File: src/rtl/jtframe_joyser_pkg.sv
// Shared types and helpers for the serial joystick reader.
package jtframe_joyser_pkg;

    // Reader sequence: idle gap, parallel load, then alternating sample / clock-high.
    typedef enum logic [1:0] {
        ST_GAP    = 2'd0,
        ST_LOAD   = 2'd1,
        ST_SAMPLE = 2'd2,
        ST_CLKHI  = 2'd3
    } joy_state_e;

    // Sample k arrives MSB-first within each joystick; return its joy_o bit position.
    function automatic int unsigned sample_bit(input int unsigned k, input int unsigned bits);
        return (k / bits) * bits + (bits - 1 - (k % bits));
    endfunction

endpackage

File: src/rtl/jtframe_joyser_tick.sv
// Shift-rate divider: one-cycle tick every DIV clk cycles, registered.
module jtframe_joyser_tick #(
    parameter int unsigned DIV = 4
) (
    input  logic clk,
    input  logic rst,
    output logic tick
);

    localparam int unsigned CW = $clog2(DIV);

    logic [CW-1:0] cnt;

    // Counter 0..DIV-1; tick is asserted while the counter sits at DIV-1.
    always_ff @(posedge clk) begin
        if (rst) begin
            cnt  <= '0;
            tick <= 1'b0;
        end else begin
            cnt  <= (cnt == CW'(DIV - 1)) ? '0 : cnt + 1'b1;
            tick <= (cnt == CW'(DIV - 2));
        end
    end

endmodule

File: src/rtl/jtframe_joyser.sv
// Serial (shift-register chain) joystick reader.
// Optional feature: define JTFRAME_JOYSER_DEBOUNCE_EN to publish a frame only
// when it matches the previously captured frame.
module jtframe_joyser
    import jtframe_joyser_pkg::*;
#(
    parameter int unsigned JOYS = 2,
    parameter int unsigned BITS = 6,
    parameter int unsigned DIV  = 4,
    parameter int unsigned GAP  = 1
) (
    input  logic                   clk,
    input  logic                   rst,
    input  logic                   joy_data_i,
    output logic                   joy_clk_o,
    output logic                   joy_load_o,
    output logic [JOYS*BITS-1:0]   joy_o,
    output logic                   frame_o
);

    localparam int unsigned N   = JOYS * BITS;
    localparam int unsigned BCW = (N > 1) ? $clog2(N) : 1;
    localparam int unsigned GCW = $clog2(GAP + 1);

    logic              tick;
    joy_state_e        state;
    logic [GCW-1:0]    gap_cnt;
    logic [BCW-1:0]    bit_cnt;
    logic [N-1:0]      sh_q;
    logic [N-1:0]      capture_c;
    logic              last_c;
`ifdef JTFRAME_JOYSER_DEBOUNCE_EN
    logic [N-1:0]      prev_q;
`endif

    jtframe_joyser_tick #(
        .DIV (DIV)
    ) u_tick (
        .clk  (clk),
        .rst  (rst),
        .tick (tick)
    );

    // Capture vector including the bit being sampled this tick.
    always_comb begin
        capture_c = sh_q;
        capture_c[BCW'(sample_bit(32'(bit_cnt), BITS))] = joy_data_i;
    end

    assign last_c = (bit_cnt == BCW'(N - 1));

    // Frame sequencer; outputs are set alongside the state they belong to.
    always_ff @(posedge clk) begin
        if (rst) begin
            state      <= ST_GAP;
            gap_cnt    <= GCW'(GAP);
            bit_cnt    <= '0;
            joy_load_o <= 1'b1;
            joy_clk_o  <= 1'b0;
            joy_o      <= '1;
            frame_o    <= 1'b0;
            sh_q       <= '1;
`ifdef JTFRAME_JOYSER_DEBOUNCE_EN
            prev_q     <= '1;
`endif
        end else begin
            frame_o <= 1'b0;
            if (tick) begin
                case (state)
                    ST_GAP: begin
                        if (gap_cnt == GCW'(1)) begin
                            state      <= ST_LOAD;
                            joy_load_o <= 1'b0;
                        end else begin
                            gap_cnt <= gap_cnt - 1'b1;
                        end
                    end
                    ST_LOAD: begin
                        state      <= ST_SAMPLE;
                        joy_load_o <= 1'b1;
                    end
                    ST_SAMPLE: begin
                        sh_q <= capture_c;
                        if (last_c) begin
                            // No clock-high after the final bit; publish straight away.
                            state   <= ST_GAP;
                            gap_cnt <= GCW'(GAP);
                            bit_cnt <= '0;
                            frame_o <= 1'b1;
`ifdef JTFRAME_JOYSER_DEBOUNCE_EN
                            if (capture_c == prev_q) begin
                                joy_o <= capture_c;
                            end
                            prev_q <= capture_c;
`else
                            joy_o <= capture_c;
`endif
                        end else begin
                            state     <= ST_CLKHI;
                            joy_clk_o <= 1'b1;
                            bit_cnt   <= bit_cnt + 1'b1;
                        end
                    end
                    ST_CLKHI: begin
                        state     <= ST_SAMPLE;
                        joy_clk_o <= 1'b0;
                    end
                    default: begin
                        state <= ST_GAP;
                    end
                endcase
            end
        end
    end

endmodule

File: config.mk
export PLATFORM = sky130hd
export DESIGN_NAME = jtframe_joyser
export DESIGN_NICKNAME = d
export VERILOG_FILES = /design/src/rtl/jtframe_joyser_pkg.sv /design/src/rtl/jtframe_joyser_tick.sv /design/src/rtl/jtframe_joyser.sv
export SDC_FILE = /design/constraint.sdc
export NUM_CORES = 1
export LEC_CHECK = 0
export BUFFER_PORTS_ARGS = -buffer_cell sky130_fd_sc_hd__buf_2
export CORE_ASPECT_RATIO = 1.5
export CORE_UTILIZATION = 53
export CTS_BUF_LIST = sky130_fd_sc_hd__clkbuf_16
export DETAILED_ROUTE_END_ITERATION = 10
export GPL_TIMING_DRIVEN = 0
export PLACE_DENSITY = 0.86
export SYNTH_ARGS = -nofsm -noshare
export SYNTH_HDL_FRONTEND = slang
export SYNTH_HIERARCHICAL = 1
export SYNTH_SLANG_ARGS = --single-unit
File: constraint.sdc
create_clock -name clk -period 3.7 [get_ports clk]
set_clock_uncertainty 0.15 [all_clocks]
set_input_delay 0.555 -clock clk [delete_from_list [all_inputs] [get_ports clk]]
set_output_delay 0.555 -clock clk [all_outputs]
set_load 0.005 [all_outputs]
==> impl_results.md, run 1 <==
* Synth cell count leaders: dfxtp_1, nor2_1, nor3_1
* Hold-fix buffers at CTS at 0
* Max Cap Violations at 0
* Initial core utilization at 56.69%
* Synth area leader: dfxtp_1
* Synth warn at 6
* First-pass GRT wire length at 8.197 mm
* Static leakage at 0.0009802 uW
* CP top delay family: adder cells
* Final Power at 811.2 uW
* Critical Path RT at 3750 ps
* Worst Setup End Kind: flip-flop
* Crit path cell chain: clkbuf_1 > ha_1 > nand3b_1 > a22o_1 > buf_6 > inv_6 > ha_1 > ha_1 > inv_1 > ha_2 > clkbuf_1 > nand2b_1 > nor2_1 > nand4_1 > nand3_1 > a31oi_1
* Die W at 53.71 microns
* Mapped Area at 0.002126 sq mm
* Worst slew pin tran at 666.5 ps
* Fin. max-slew vios at 0
* CP Class: reg -> reg
* Final min period at 3566 ps
* Final Cycle Share at 96.39%
* CP Buf/Inv Count at 5
* Register bit count reported by yosys at 36
* Area contributors post-synth: dfxtp_1, ha_1, mux2i_1
* Clock tree buffer depth at 2
* Register area share after synthesis at 33.90%
* Crit-path max FO at 10
* Top FF cell, synth: dfxtp_1
* Crit path launch type: flip-flop
* Router iterations before antenna repair at 4
* Final #Nets at 297
* Per-cell routed wire length at 16.49 microns
* Synth cell types at 45
* Vias in the first global route at 1894
* Setup-failing EPs final at 0
* Die Area at 0.004273 sq mm
* Layout cell share with drive strength beyond 1 at 22.78%
* Gr busiest metal: met2
* Port Buf Inserts at 17
* Antenna Nets Post-Route at 0
* Largest net degree at the start of global routing at 11
* Initial antenna violation count at 0
* Gate Count Post-Synth at 247
* TNS Setup at 0 ps
* HP Class: reg -> reg
* Status: finished, final reports clean
* Pwr Density at 315.2 mW/mm^2
* Global route overflow at 0
* Data arrival, critical path at 3620 ps
* Asr flop ratio synth at 0%
* I/O pin count at 18
* # DRC at 0
* Critical path's largest stage delay at 360 ps
* Core Region at 0.003750 sq mm
* Most frequent cell on the critical path: ha_1
* Syn nets at 263
* Reg clk slew, reported paths at 50 ps
* Slew HR at 55.43%
* Achievable Freq at 280.4 MHz
* Antenna diodes at 0
* Via count at 2035
* Rows at 27
* Slowest-stage cell, CP: dfxtp_4
* First DRT Iteration DRCs at 112
* Number of enable flip-flop cells after synthesis at 0
* Most common cell in the netlist: dfxtp_1
* Synthesized area per cell at 8.606 sq um
* VDD IR max at 338.9 uV
* Final Hold Viols at 0
* Area delta synth->final at 21.07%
* TritonCTS Buffers at 5
* H-tree depth at 2
* Vias per std cell at 6.281
* WL final at 5.343 mm
* GR Util met1 at 28.89%
* Sink Count at 36
* M2 GR Usage at 42.72%
* GRT Total Usage at 25.87%
* Synth top area share at 33.90%
* CTS tree: done
* Clock root buffer: clkbuf_16
* RePlAce Congestion at 0.9325
* Dpl hpwl at 3.327 mm
* Worst-Skew Late Latency at 280 ps
* GR Util met3 at 6.095%
* Height of the die at 79.57 microns
-- metrics by stage --
step	std cells	instance area, sq um	utilization, %	hold WS [ps]	worst slack (ps)
finish	324	2574	68.64	314.5	133.7
global route	324	2574	68.64	338.6	-61.57
floorplan	247	2126	-	275.0	51.28
detailed placement	307	2265	60.39	311.1	-210.8
global placement	307	2265	60.39	291.5	-159.5
CTS	324	2505	66.80	321.4	41.41
-- timing repair --
| action | CTS | global route |
|---|---|---|
| pin swaps | 6 | 2 |
| resized for setup | 13 | 11 |
| setup buffers | 9 | 0 |
| endpoints found under the setup margin | 24 | 24 |
| endpoints found under the hold margin | 0 | 0 |
| cloned | 2 | 0 |
-- sequential cells by signal, indices dropped and copies added (netlist names) --
register / flops
joy_o: 12
sh_q: 12
bit_cnt: 4
state: 2
u_tick/cnt: 2
frame_o: 1
joy_clk_o: 1
joy_load_o: 1
u_tick/tick: 1
-- power breakdown --
| part | leakage (uW) | internal [uW] | total [uW] | switching [uW] |
|---|---|---|---|---|
| clock | 0.0000709 | 241 | 390 | 148 |
| combinational | 0.000616 | 8.28 | 24.2 | 16.0 |
| sequential | 0.000294 | 393 | 397 | 4.55 |
-- worst paths after layout --
| path | startpoint | endpoint | slack [ps] | cells after the start |
|---|---|---|---|---|
| max | bit_cnt[2] | joy_o[9] | 130 | 16 |
| min reg2reg | u_tick/cnt[0] | u_tick/cnt[0] | 310 | 1 |
| min | u_tick/cnt[0] | u_tick/cnt[0] | 310 | 1 |
| max reg2reg | bit_cnt[2] | joy_o[9] | 130 | 16 |
-- cell usage in the layout (no fill, tap or decap), types with 2 or more instances in the layout --
master	count
a31oi_1	9
a21oi_1	5
nor2_1	28
nand3b_1	3
o21ai_2	2
nor2b_1	5
buf_4	12
dfxtp_1	33
a311o_1	3
inv_1	6
o21bai_1	4
nor4_2	7
buf_6	7
nand3_1	8
a211oi_1	2
nand2_1	16
mux2i_1	12
buf_2	17
nand4_1	4
nor3_1	17
clkbuf_16	5
dfxtp_2	2
nand2b_1	4
nor4_4	2
o31ai_1	4
a22o_1	2
or3_1	11
ha_1	12
o31a_1	6
clkbuf_1	8
a311oi_1	2
o21ai_0	2
-- cells by family (layout without fill, tap and decap cells) --
group / count (synthesis) / count (layout) / synth area share (%)
simple gates: 110 / 110 / 27.02
compound gates: 47 / 47 / 16.77
flops: 36 / 36 / 33.90
buf+inv: 26 / 60 / 7.063
fa+ha+maj: 13 / 13 / 7.652
mux: 12 / 12 / 5.651
xor+xnor: 3 / 3 / 1.942
-- layout make-up --
class,count,area (sq um)
multi-input combinational,185,1336
tap,43,53.80
fill,285,1176
clock inverter,2,8.758
clock buffer,5,125.1
timing repair buffer,28,167.7
sequential,36,726.9
inverter,8,35.03
buffer,17,120.1
-- routing by layer --
metal	vias up	wire length, microns
met5	-	0
met4	0	141
met3	16	333
met2	82	2751
met1	967	2116
li1	970	-
Power figures use the tool's default switching activity.
==> run 2, diff against run 1 <==
- BUFFER_PORTS_ARGS: -buffer_cell sky130_fd_sc_hd__buf_2 -> -buffer_cell sky130_fd_sc_hd__clkbuf_2
==> impl_results.md, run 2 (same netlist as run 1, synthesis figures left out) <==
* Seq. cell area at 724.4 sq um (-0.34%)
* # DRC at 0 (unchanged)
* Internal power at 645.8 uW (+0.54%)
* Crit-path max FO at 10 (unchanged)
* Worst slack, placed at -202.2 ps (+8.606 ps)
* Slew HR at 63.61% (+8.2 points)
* Hold Path Cell Cnt at 1 (unchanged)
* CP Class: reg -> reg
* Pwr Density at 324.3 mW/mm^2 (+2.9%)
* Setup slack, reg-to-reg at 150 ps (+20 ps)
* Filler Cells Inserted at 299 (+4.9%)
* GRT Total Usage at 25.67% (-0.20 points)
* First-pass GRT wire length at 8.038 mm (-1.9%)
* Reg2reg path depth at 17 (+1)
* Worst-Skew Late Latency at 280 ps (about the same)
* NetSw at 177.1 uW (+4.9%)
* Hold endpoint: u_tick/cnt[0]
* I/O pin count at 18 (unchanged)
* Clock Power Share at 48.7% (+0.6 points)
* Critical Path RT at 3720 ps (-30 ps)
* RSZ-0062 raised after global routing: false
* TNS Setup at 0 ps (unchanged)
* Registers with the most flip-flops: joy_o: 12 flops, sh_q: 12 flops, bit_cnt: 4 flops
* Antenna diodes at 0 (unchanged)
* Hold-fix buffers at CTS at 0 (unchanged)
* R2R Path End: joy_o[5]
* Vias per std cell at 6.221 (-0.95%)
* Final #Nets at 293 (-1.3%)
* Max Cap Violations at 0 (unchanged)
* Worst Slack Setup Final at 149.0 ps (+15.30 ps)
* Crit path cell chain: clkbuf_1 > ha_1 > nand3b_1 > a22o_1 > buf_6 > inv_6 > ha_1 > ha_1 > inv_1 > ha_2 > xor2_2 > xnor2_2 > a31oi_4 > buf_6 > buf_6 > nor3_1 > o31a_1
* Clock root buffer: clkbuf_16
* Vias in the first global route at 1824 (-3.7%)
* Critical path's largest stage delay at 360 ps (about the same)
* H-tree depth at 2 (unchanged)
* Port Buf Inserts at 17 (unchanged)
* Initial core utilization at 56.69% (unchanged)
* HP Class: reg -> reg
* Sequential share of power at 48.3% (-0.7 points)
* Router iterations before antenna repair at 5 (+1)
* Clock tree buffer depth at 2 (unchanged)
* Final Power at 822.9 uW (+1.4%)
* Multi-input gate area at 0.001323 sq mm (-1.0%)
* Die Area at 0.004273 sq mm (unchanged)
* Worst slew pin tran at 545.9 ps (-120.6 ps)
* TritonCTS Buffers at 5 (unchanged)
* Data arrival, critical path at 3570 ps (-50 ps)
* Reg2reg start: bit_cnt[2]
* Sink Count at 36 (unchanged)
* Per-cell routed wire length at 15.86 microns (-3.8%)
* Final Cycle Share at 95.97% (-0.41 points)
* Status: finished, final reports clean
* Hold_sp: u_tick/cnt[0]
* RePlAce Congestion at 0.9362 (+0.40%)
* Rows at 27 (unchanged)
* WL final at 5.090 mm (-4.7%)
* Largest net degree at the start of global routing at 12 (+1)
* Via count at 1997 (-1.9%)
* Layout cell share with drive strength beyond 1 at 21.22% (-1.6 points)
* Setup-failing EPs final at 0 (unchanged)
* Slowest-stage cell, CP: dfxtp_2
* Reg clk slew, reported paths at 50 ps (about the same)
* Die W at 53.71 microns (unchanged)
* Final min period at 3551 ps (-15.30 ps)
* Height of the die at 79.57 microns (unchanged)
* Crit path launch type: flip-flop
* CTS tree: done
* Final Hold Viols at 0 (unchanged)
* Highest-count cells in the layout ignoring fill and taps: dfxtp_1, nor2_1, nor3_1, clkbuf_2, nand2_1
* Sw Share at 21.52% (+0.70 points)
* Initial antenna violation count at 0 (unchanged)
* Fin. max-slew vios at 0 (unchanged)
* Worst Setup End Kind: flip-flop
* Area delta synth->final at 19.36%
* Achievable Freq at 281.6 MHz (+0.43%)
* Antenna Nets Post-Route at 0 (unchanged)
* VDD IR max at 443.8 uV (+31%)
* Comb pwr share at 2.9% (about the same)
* Dpl hpwl at 3.337 mm (+0.29%)
* Most common cell after layout, fill and taps aside: dfxtp_1
* First DRT Iteration DRCs at 53 (-53%)
* Static leakage at 0.0009684 uW (-1.2%)
* Global route overflow at 0 (unchanged)
* Core Region at 0.003750 sq mm (unchanged)
* Fin Hold WS at 315.5 ps (+0.9780 ps)
[run 2: layout make-up]
cell class	instances	share of cell area, %
Tap cell	43	2.120
Clock buffer	5	4.931
Multi-Input combinational cell	185	52.12
Timing Repair Buffer	25	5.720
Inverter	8	1.381
Buffer	16	4.586
Clock inverter	3	0.5917
Sequential cell	36	28.55
[run 2: layer usage]
metal / GRT usage [%] / wire [microns]
met1: 26.29 / 1929
met2: 44.69 / 2646
met3: 7.619 / 327
met4: 13.16 / 186
met5: 0 / 0
[run 2: power by group through the flow]
stage          registers, uW  logic (uW)  clock network (uW)
6_report                 398        24.2                 401
4_1_cts                  398        24.2                 403
3_3_place_gp             406        23.2                   0
3_5_place_dp             406        24.0                   0
5_1_grt                  398        27.6                 420
2_1_floorplan            405        15.5                   0
[run 2: worst max-delay path by stage]
stage / start / end / depth (start not counted) / slack, ps
after detailed placement: bit_cnt[2] / joy_o[7] / 17 / -200
after CTS: bit_cnt[2] / sh_q[9] / 16 / 30
after global routing: bit_cnt[2] / joy_o[0] / 17 / 9
after global placement: bit_cnt[2] / joy_o[7] / 17 / -160
final: bit_cnt[2] / joy_o[5] / 17 / 150
after floorplan: bit_cnt[2] / joy_o[7] / 17 / 50
[run 2: critical path: cells and delay by family (launching register included)]
family / cells / cell delay, ps
fa+ha+maj: 4 / 990
compound gates: 3 / 720
buf+inv: 6 / 670
flops: 1 / 360
xor+xnor: 2 / 320
simple gates: 2 / 230
[run 2: timing repair]
action / CTS / global route
pin swaps: 6 / 3
cloned: 1 / 0
resized for setup: 11 / 8
setup endpoints to repair: 24 / 23
buffers inserted: 6 / 1
[run 2: through the flow]
step | instances | area (sq um) | util (%)
detailed placement | 307 | 2265 | 60.39
global placement | 307 | 2265 | 60.39
CTS | 321 | 2486 | 66.30
floorplan | 247 | 2126 | -
finish | 321 | 2537 | 67.67
global route | 321 | 2537 | 67.67
==> run 3, diff against run 2 <==
- CORE_UTILIZATION: 53 -> 35
- PLACE_DENSITY: 0.86 -> 0.64
==> impl_results.md, run 3 (same netlist as run 1, synthesis figures left out) <==
* Layout cell share with drive strength beyond 1 at 22.54% (+1.3 points)
* Antenna Nets Post-Route at 0 (unchanged)
* Die W at 65.63 microns (+22%)
* Most frequent cell on the critical path: ha_1
* I/O pin count at 18 (unchanged)
* Post-placement cell count at 336 (+9.4%)
* First-pass GRT wire length at 8.473 mm (+5.4%)
* WL final at 5.255 mm (+3.2%)
* Layout Utilization at 45.38% (-22 points)
* RePlAce Congestion at 0.8095 (-14%)
* Router iterations before antenna repair at 4 (-1)
* Fin. max-slew vios at 0 (unchanged)
* Largest net degree at the start of global routing at 12 (unchanged)
* HP Class: reg -> reg
* Critical Path RT at 3720 ps (about the same)
* Setup-failing EPs final at 0 (unchanged)
* Vias in the first global route at 1824 (unchanged)
* Final min period at 3565 ps (+14.03 ps)
* Die Area at 0.006396 sq mm (+50%)
* Final #Nets at 299 (+2.0%)
* TNS Setup at 0 ps (unchanged)
* Area delta synth->final at 24.43%
* Static leakage at 0.001016 uW (+4.9%)
* Crit path launch type: flip-flop
* Antenna diodes at 0 (unchanged)
* Reg2reg start: bit_cnt[2]
* Reg clk slew, reported paths at 60 ps (about the same)
* Fin area at 0.002645 sq mm (+4.2%)
* Critical path's largest stage delay at 330 ps (-30 ps)
* CP top delay family: adder cells
* Status: finished, final reports clean
* Clock tree buffer depth at 2 (unchanged)
* Highest-count cells in the layout ignoring fill and taps: dfxtp_1, nor2_1, nor3_1, clkbuf_2, nand2_1
* Worst Setup End Kind: flip-flop
* RSZ-0062 raised after global routing: true
* First DRT Iteration DRCs at 107 (+100%)
* Worst Slack Setup Final at 135.0 ps (-14.03 ps)
* Via count at 1920 (-3.9%)
* Achievable Freq at 280.5 MHz (-0.39%)
* H-tree depth at 2 (unchanged)
* Initial core utilization at 36.47% (-20 points)
* Global route overflow at 0 (unchanged)
* Filler Cells Inserted at 554 (+85%)
* Per-cell routed wire length at 14.76 microns (-6.9%)
* Initial antenna violation count at 0 (unchanged)
* CP Class: reg -> reg
* Slowest-stage cell, CP: dfxtp_4
* Worst-Skew Late Latency at 280 ps (about the same)
* Worst slack, placed at -235.6 ps (-33.43 ps)
* Rows at 34 (+26%)
* Slew HR at 63.53% (-0.075 points)
* Pwr Density at 312.7 mW/mm^2 (-3.6%)
* Dpl hpwl at 3.714 mm (+11%)
* Clock root buffer: clkbuf_16
* Critical Path Start: bit_cnt[2]
* Worst slew pin tran at 547.0 ps (+1.131 ps)
* Max Cap Violations at 0 (unchanged)
* Vias per std cell at 5.393 (-13%)
* Crit path cell chain: clkbuf_1 > ha_1 > nand3b_1 > a22o_1 > buf_6 > inv_4 > ha_1 > ha_1 > inv_1 > ha_2 > buf_4 > xor2_2 > xnor2_2 > a31oi_4 > buf_4 > o31a_1 > o31a_1
* TritonCTS Buffers at 5 (unchanged)
* Final Cycle Share at 96.35% (+0.38 points)
* Data arrival, critical path at 3590 ps (+20 ps)
* Sink Count at 36 (unchanged)
* Most common cell after layout, fill and taps aside: dfxtp_1
* CP Buf/Inv Count at 6 (unchanged)
* Final Hold Viols at 0 (unchanged)
* Placed Instance Area at 0.002301 sq mm (+1.6%)
* # DRC at 0 (unchanged)
* Hold_sp: u_tick/cnt[0]
* Crit-path max FO at 5 (-5)
* GRT Total Usage at 17.30% (-8.4 points)
* CTS tree: done
* Setup slack, reg-to-reg at 130 ps (about the same)
* Core Region at 0.005828 sq mm (+55%)
* Non-Filler Instances at 356 (+11%)
* Registers with the most flip-flops: joy_o: 12 flops, sh_q: 12 flops, bit_cnt: 4 flops
* Height of the die at 97.45 microns (+22%)
* Port Buf Inserts at 17 (unchanged)
* VDD IR max at 157.5 uV (-65%)
==> run 3: cell types whose count changed in the layout (fill, tap and decap cells not counted), moves of 2 or more <==
cell     before  now
dfxtp_4       0    3
nor4_2        6    4
dfxtp_2       3    1
buf_4         9   12
==> run 3: stage by stage <==
stage / total power, uW / hold slack (ps)
floorplan: 420.7 / 275.0
global placement: 430.0 / 292.2
detailed placement: 430.6 / 306.2
CTS: 829.3 / 306.9
global route: 852.8 / 337.7
finish: 827.0 / 305.2
==> run 3: final timing paths <==
path | endpoint | depth (start not counted)
worst max-delay path | joy_o[4] | 17
worst min-delay path | u_tick/cnt[0] | 1
worst min register to register | u_tick/cnt[0] | 1
worst max register to register | joy_o[4] | 17
==> run 3: cell type report <==
type	instances	area [sq um]	area share (%)
buffer	17	123.9	4.683
inverter	8	32.53	1.230
clock inverter	3	15.01	0.5676
tap	72	90.09	3.406
timing repair buffer	30	211.5	7.994
sequential	36	733.2	27.72
multi-input combinational	185	1314	49.67
clock buffer	5	125.1	4.730
==> run 3: report_power, final <==
| part | leakage [uW] | internal, uW | switching, uW | total (uW) |
|---|---|---|---|---|
| Sequential | 0.000295 | 391 | 4.58 | 395 |
| Clock | 0.0000687 | 245 | 163 | 407 |
| Combinational | 0.000652 | 8.22 | 16.1 | 24.3 |
| Total | 0.00102 | 644 | 183 | 827 |
==> run 3: per-layer routing <==
layer	track usage [%]	wire [microns]	vias up
met4	6.689	123	0
met2	31.71	2909	32
met3	3.404	112	10
met5	0	0	-
li1	-	-	976
met1	18.58	2110	902
==> run 3: what timing repair did <==
| action | CTS | global route |
|---|---|---|
| pin swaps | 6 | 3 |
| setup endpoints to repair | 24 | 20 |
| resized for setup | 13 | 11 |
| hold endpoints to repair | 0 | 0 |
| setup buffers | 10 | 1 |
| cloned | 2 | 0 |
| hold buffers | 0 | 0 |
